## config.mk

```make
export PLATFORM = sky130hd
export DESIGN_NAME = word_serdes_reg
export DESIGN_NICKNAME = d
export VERILOG_FILES = /design/src/rtl/word_serdes_reg.sv
export SDC_FILE = /design/constraint.sdc
export NUM_CORES = 1
export LEC_CHECK = 0
export CELL_PAD_IN_SITES_DETAIL_PLACEMENT = 0
export CELL_PAD_IN_SITES_GLOBAL_PLACEMENT = 1
export CORE_UTILIZATION = 30
export CTS_CLUSTER_SIZE = 40
export DETAILED_ROUTE_END_ITERATION = 10
export PLACE_DENSITY = 0.79
export SETUP_SLACK_MARGIN = 0.15
export SYNTH_ARGS = -nofsm -noshare
export SYNTH_HDL_FRONTEND = slang
export SYNTH_SLANG_ARGS = --single-unit
```

## constraint.sdc

```tcl
create_clock -name clk -period 2 [get_ports clk]
set_input_delay 0.4 -clock clk [delete_from_list [all_inputs] [get_ports clk]]
set_output_delay 0.4 -clock clk [all_outputs]
set_load 0.01 [all_outputs]
```

## src/rtl/word_serdes_reg.sv

```systemverilog
// word_serdes_reg: byte-serial <-> word-parallel register.
// Assembles a BYTES-byte word from an 8-bit serial bus and streams a
// parallel-loaded word back out, one byte per shift_out command. Byte order
// (LSB-first or MSB-first) is latched at each word boundary.
//
// Command semantics: load, shift_in and shift_out are single-cycle strobes
// acting on the rising edge they are high for. At most one may be high per
// cycle. serial_out is valid whenever out_empty is low, and the consumer takes
// it on the same edge that sees shift_out high (shift_out acts as "ready").
// Any illegal command combination raises error combinationally and that
// cycle leaves all state untouched.
module word_serdes_reg #(
   parameter  int BYTES = 2,
   localparam int W     = 8 * BYTES,
   localparam int CW    = $clog2(BYTES + 1)
) (
   input  logic          clk,
   input  logic          rst,
   input  logic          load,
   input  logic          shift_in,
   input  logic          shift_out,
   input  logic          msb_first,
   input  logic [7:0]    serial_in,
   input  logic [W-1:0]  prll_in,
   output logic [W-1:0]  prll_out,
   output logic [7:0]    serial_out,
   output logic [CW-1:0] in_count,
   output logic [CW-1:0] out_rem,
   output logic          word_valid,
   output logic          out_empty,
   output logic          error
);

   localparam logic [CW-1:0] BYTES_C = CW'(BYTES);
   localparam logic [CW-1:0] ONE_C   = CW'(1);

   logic [W-1:0]  data;
   logic [CW-1:0] in_count_q;
   logic [CW-1:0] out_rem_q;
   logic          mode_q;

   logic          multi_cmd;
   logic          word_boundary;
   logic          mode_eff;
   logic [W-1:0]  shifted;
   int            pos;

   // Illegal-command detection and the byte order that applies to an incoming byte
   always_comb begin
      multi_cmd     = (load & shift_in) | (load & shift_out) | (shift_in & shift_out);
      error         = multi_cmd | (shift_out & (out_rem_q == '0));
      // A new word starts from an empty or a completed word; only then is msb_first honoured
      word_boundary = (in_count_q == '0) || (in_count_q == BYTES_C);
      mode_eff      = word_boundary ? msb_first : mode_q;
   end

   // State register: reset, then exactly one legal command or hold
   always_ff @(posedge clk) begin
      if (rst) begin
         data       <= '0;
         in_count_q <= '0;
         out_rem_q  <= '0;
         mode_q     <= 1'b0;
      end else if (!error) begin
         if (load) begin
            data       <= prll_in;
            out_rem_q  <= BYTES_C;
            in_count_q <= '0;
            mode_q     <= msb_first;
         end else if (shift_in) begin
            mode_q     <= mode_eff;
            if (mode_eff)
               data <= {data[W-9:0], serial_in};
            else
               data <= {serial_in, data[W-1:8]};
            in_count_q <= (in_count_q == BYTES_C) ? ONE_C : in_count_q + ONE_C;
            // Receiving abandons any transmission still in progress
            out_rem_q  <= '0;
         end else if (shift_out) begin
            // Transmission is non-destructive: only the remaining count moves
            out_rem_q  <= out_rem_q - ONE_C;
         end
      end
   end

   // Select the current outgoing byte from the held word
   always_comb begin
      pos        = 0;
      shifted    = '0;
      serial_out = 8'h00;
      if (out_rem_q != '0) begin
         // MSB-first sends byte BYTES-1-k, which equals out_rem-1; LSB-first sends byte k
         if (mode_q)
            pos = int'(out_rem_q) - 1;
         else
            pos = BYTES - int'(out_rem_q);
         shifted    = data >> (8 * pos);
         serial_out = shifted[7:0];
      end
   end

   // Status outputs
   always_comb begin
      prll_out   = data;
      in_count   = in_count_q;
      out_rem    = out_rem_q;
      word_valid = (in_count_q == BYTES_C);
      out_empty  = (out_rem_q == '0);
   end

endmodule

```

### Word level (Yosys, flattened, before mapping)

Index checks and enable logic that the tools add are counted.

* add/subtract/negate cells: 4
* $mul: 0
* div/mod/pow operators: 0
* order comparisons: 0
* eq/ne operators: 1
* shifts and indexed selects: 1
* multiplexer cells: 15
* bitwise operators: 8
* reductions and logical operators: 8

Operators with widths (number)
* $mux 29: 2
* $mux 16: 3
* $shr 16x32->8: 1
* $mux 2: 6
* $mux 8: 1
* $and 1x1->1: 4
* $logic_not 2->1: 2
* $reduce_and 2->1: 2
* $reduce_bool 2->1: 2
* $mux 1: 3
* $or 1x1->1: 3
* $reduce_bool 3->1: 1
* $sub 2x1->3 const B: 1
* $sub 2x2->3 const A: 1
* $add 2x1->2 const B: 1
* $eq 2x2->1 const B: 1
* $sub 2x1->2 const B: 1
* $logic_or 1x1->1: 1
* $not 1->1: 1

* flip-flop bits (word level): 21
* bits in latches: 0
* bits in writable memories: 0
* memory bits (read-only): 0
* input bits: 30
* memories kept: 0

### Longest topological paths before layout

* word-level depth: 6
* gate-level depth with buffers: 6
* mapped depth without buffers: 5

### Least setup slack after synthesis

OpenSTA, ideal clock, no wires.

* kind: reg2out
* start: register out_rem_q[0] (netlist: out_rem[0])
* end: output serial_out[0]
* arrival time: 1.377 ns
* slack: 0.223 ns
* stages on the path, launching flop included: 5
* cell sequence: dfxtp_1 inv_1 ha_1 nand3b_1 a21oi_1

* word-level cells in the longest chain between the ends: 5

RTL lines
* from (decl): RTL line 39 `logic [CW-1:0] out_rem_q;`
* from (signal assigned): RTL line 81 `out_rem_q <= out_rem_q - ONE_C;`
* $sub 2x2->3 or $sub 2x1->3 (tied branches): RTL line 96, 94
* $mux 29: RTL line 93 `if (mode_q)`
* $mux 29: RTL line 91 `if (out_rem_q != '0) begin`
* $shr 16x32->8: RTL line 97 `shifted = data >> (8 * pos);`
* $mux 8 (*): RTL line 91
* to (decl): RTL line 26 `output logic [7:0] serial_out,`

Mark *: on every way between the ends. The rest lies on a longest branch, timed or not. The select of a mux whose other input is x is not followed.

### Worst setup path in the final report

* start: register out_rem_q[0] (netlist: out_rem[0])
* end: output serial_out[3]

Same word-level chain as after synthesis.

==> summary.md <==
| Metric | Value |
|---|---|
| Outcome | `complete, but fails checks` |
| Failing checks | `DRC` |
| Design Area, Final | `0.00228 mm2` |
| Most frequent cells after synthesis | `nor2_1, dfxtp_1, nand2_1` |
| Die Y | `71.0 um` |
| GRT overflow | `0` |
| Die ar. | `0.00503 mm2` |
| Buffers on Ports | `60` |
| Initial Util | `0.319` |
| Fill count | `442` |
| Top FF cell, synth | `dfxtp_1` |
| Post-synth top area cell | `dfxtp_1` |
| Unrepaired setup endpoints after global routing | `true` |
| Fmax | `0.514 GHz` |
| Rel. slew slack | `0.788` |
| Worst r2r path cells | `6` |
| Main combinational cell family by area after synthesis | `simple AND/OR/NAND/NOR gates` |
| Clock skew | `0.00331 ns` |
| Startpoint types | `register` |
| ANT cells | `0` |
| Final setup violation count | `0` |
| Multi-input gate area | `963 um2` |
| Placer congestion estimate | `0.710` |
| Core Area | `0.00447 mm2` |
| Crit-path max FO | `4` |
| Die Width | `71.0 um` |
| Pin count of the biggest net entering global routing | `23` |
| Vias in the first global route | `1415` |
| ANT nets after route | `0` |
| Hpwl dp | `3.05 mm` |
| Syn Nets | `206` |
| 1st-pass router iterations | `7` |
| DRC viols | `2` |
| Switch share | `0.295` |
| Row cnt | `24` |
| Total power | `1.15 mW` |
| Async S/R FF share, synth | `0` |
| Fin util | `0.510` |
| Number of top-level pins | `61` |
| Initial antenna violation count | `0` |
| Clock share of power | `0.248` |
| Worst hold stages | `2` |
| Gr usage total | `0.166` |
| Synth top area cells | `dfxtp_1, a32o_1, mux2i_1` |
| Syn Inst Count | `173` |
| Hold WC Path Type | `reg -> reg` |
| Post-synth top area share | `0.295` |
| Actual slew at the worst max-slew pin | `0.315 ns` |
| Final Hold Violating Endpoints | `0` |
| Placed instance area | `0.00220 mm2` |
| Max-cap violations | `0` |
| Yosys warns | `0` |
| Worst setup path class | `reg -> out` |
| Post-synth EDFFs | `0` |
| Post-synthesis sequential area ratio | `0.295` |
| # hold bufs at CTS | `0` |
| Via/cell ratio | `5.00` |
| Max Slew Vio Count | `0` |
| Min Clock Period, post-route | `1.95 ns` |
| Layout cells sized above 1 | `0.223` |
| CP Capture Type | `primary output` |
| CTS tree | `yes` |
| Static Leak | `0.934 nW` |
| Combinational power share | `0.335` |
| Clock buffer depth | `2` |
| Syn-to-layout area delta | `59.9%` |
| Crit share post-route | `0.973` |
| Synth Area per Inst | `8.24 um2` |
| Storage element area | `425 um2` |
| Synth Area in Compound Gates | `0.213` |
| Sequential share of power | `0.417` |
| DR WL/cell | `13.5 um` |
| Vias | `1516` |
| Num Clock Sinks | `21` |
| FF+latch count, synth | `21` |
| Placed cells | `298` |
| Clock-pin slew on the worst setup and hold paths | `0.08 ns` |
| First-pass GRT wire length | `6.65 mm` |
| Max IR drop VDD | `296 uV` |
| Hold Slack | `0.503 ns` |
| Synth unique cells | `32` |
| H-tree depth | `1` |
| Mux share of post-synthesis cell area | `0.135` |
| Num CTS Buffers | `3` |
| Worst EP required | `1.60 ns` |
| Internal | `0.811 mW` |
| PD cells | `504 mW/mm2` |
| Most common cell in the netlist | `nor2_1` |
| WL final | `4.10 mm` |
| Non-filler cells, final | `303` |
| Nets@finish | `285` |
| Synth Area in XOR/XNOR | `0.0184` |
| CTS root buffer | `clkbuf_8` |
| Critical Path AT | `1.55 ns` |
| 1st-iter DRT viols | `117` |
| Post-Synth Adder-Cell Area | `0.0263` |
| Syn Std Cell Area | `0.00143 mm2` |
| Post-synthesis simple-gate area fraction | `0.244` |
| Clk Latency, worst-skew pair | `0.26 ns` |
| Psw | `0.340 mW` |
[through the flow]
| step | TNS [ns] | setup slack [ns] |
|---|---|---|
| floorplan | 0 | 0.223 |
| global placement | -0.868 | -0.129 |
| detailed placement | -1.08 | -0.160 |
| CTS | 0 | 0.0650 |
| global route | -0.0264 | -0.0141 |
| finish | 0 | 0.0531 |
[worst max-delay path, cell delays in order (launching register included)]
cell and delay [ns]:
dfxtp_2 0.37, inv_2 0.05, ha_1 0.21, nand3b_1 0.22
buf_6 0.17, a21oi_2 0.11, buf_2 0.15
[cell usage in the layout (no fill, tap or decap), types with 2 or more instances in the layout]
master	n
buf_6	3
nor3b_1	2
nor2b_1	3
a21oi_1	5
o21ai_1	2
inv_2	2
nand2b_1	17
o21ai_0	2
clkbuf_8	3
dfxtp_1	17
a21oi_2	7
inv_1	3
nor2_1	25
mux2i_1	17
clkdlybuf4s50_1	50
buf_2	8
buf_4	24
nor4bb_1	2
nand2_1	18
a32o_1	17
ha_1	2
dfxtp_2	4
[path summary, 6_finish.rpt]
check	start	end	slack [ns]
max	out_rem[0]$_SDFFE_PP0P_	serial_out[3]	0.05
min	in_count[1]$_SDFFE_PP0P_	in_count[1]$_SDFFE_PP0P_	0.50
max reg2reg	out_rem[0]$_SDFFE_PP0P_	out_rem[0]$_SDFFE_PP0P_	0.43
min reg2reg	in_count[1]$_SDFFE_PP0P_	in_count[1]$_SDFFE_PP0P_	0.50
[timing repair]
action	in CTS	in global routing
endpoints found under the setup margin	11	8
setup buffers	1	0
gates resized for setup	53	6
endpoints found under the hold margin	0	0
pin swaps	2	2
[cell families after synthesis]
| family | Yosys count |
|---|---|
| AO/OA/AOI/OAI | 40 |
| XOR/XNOR | 3 |
| adder cells (fa/ha/maj) | 3 |
| buffers and inverters | 17 |
| flip-flops | 21 |
| multiplexers | 18 |
| AND/OR/NAND/NOR | 71 |
[registers in the layout, summed over array words and instances, names as in the netlist]
name,cells
in_count,2
prll_out,16
mode_q,1
out_rem,2
[layer usage]
| layer | part of all wire | GRT usage | vias up |
|---|---|---|---|
| met3 | 0.053 | 0.0399 | 2 |
| met2 | 0.47 | 0.271 | 47 |
| met4 | 0.0068 | 0.0400 | 0 |
| li1 | - | - | 770 |
| met5 | 0 | 0 | - |
| met1 | 0.47 | 0.221 | 697 |
[power by group through the flow]
stage               clock network, mW  logic (mW)  registers (mW)
global placement                    0       0.374           0.488
floorplan                           0       0.179           0.492
finish                          0.285       0.385           0.480
global route                    0.315       0.417           0.486
CTS                             0.292       0.382           0.479
detailed placement                  0       0.376           0.488
[cell type report]
type,count,area share
well taps,52,0.0285
multi-input cells,135,0.422
inverters,5,0.00823
clock buffers,4,0.0197
flip-flops and latches,21,0.187
repair buffers,86,0.335
(Power assumes the default switching activity.)
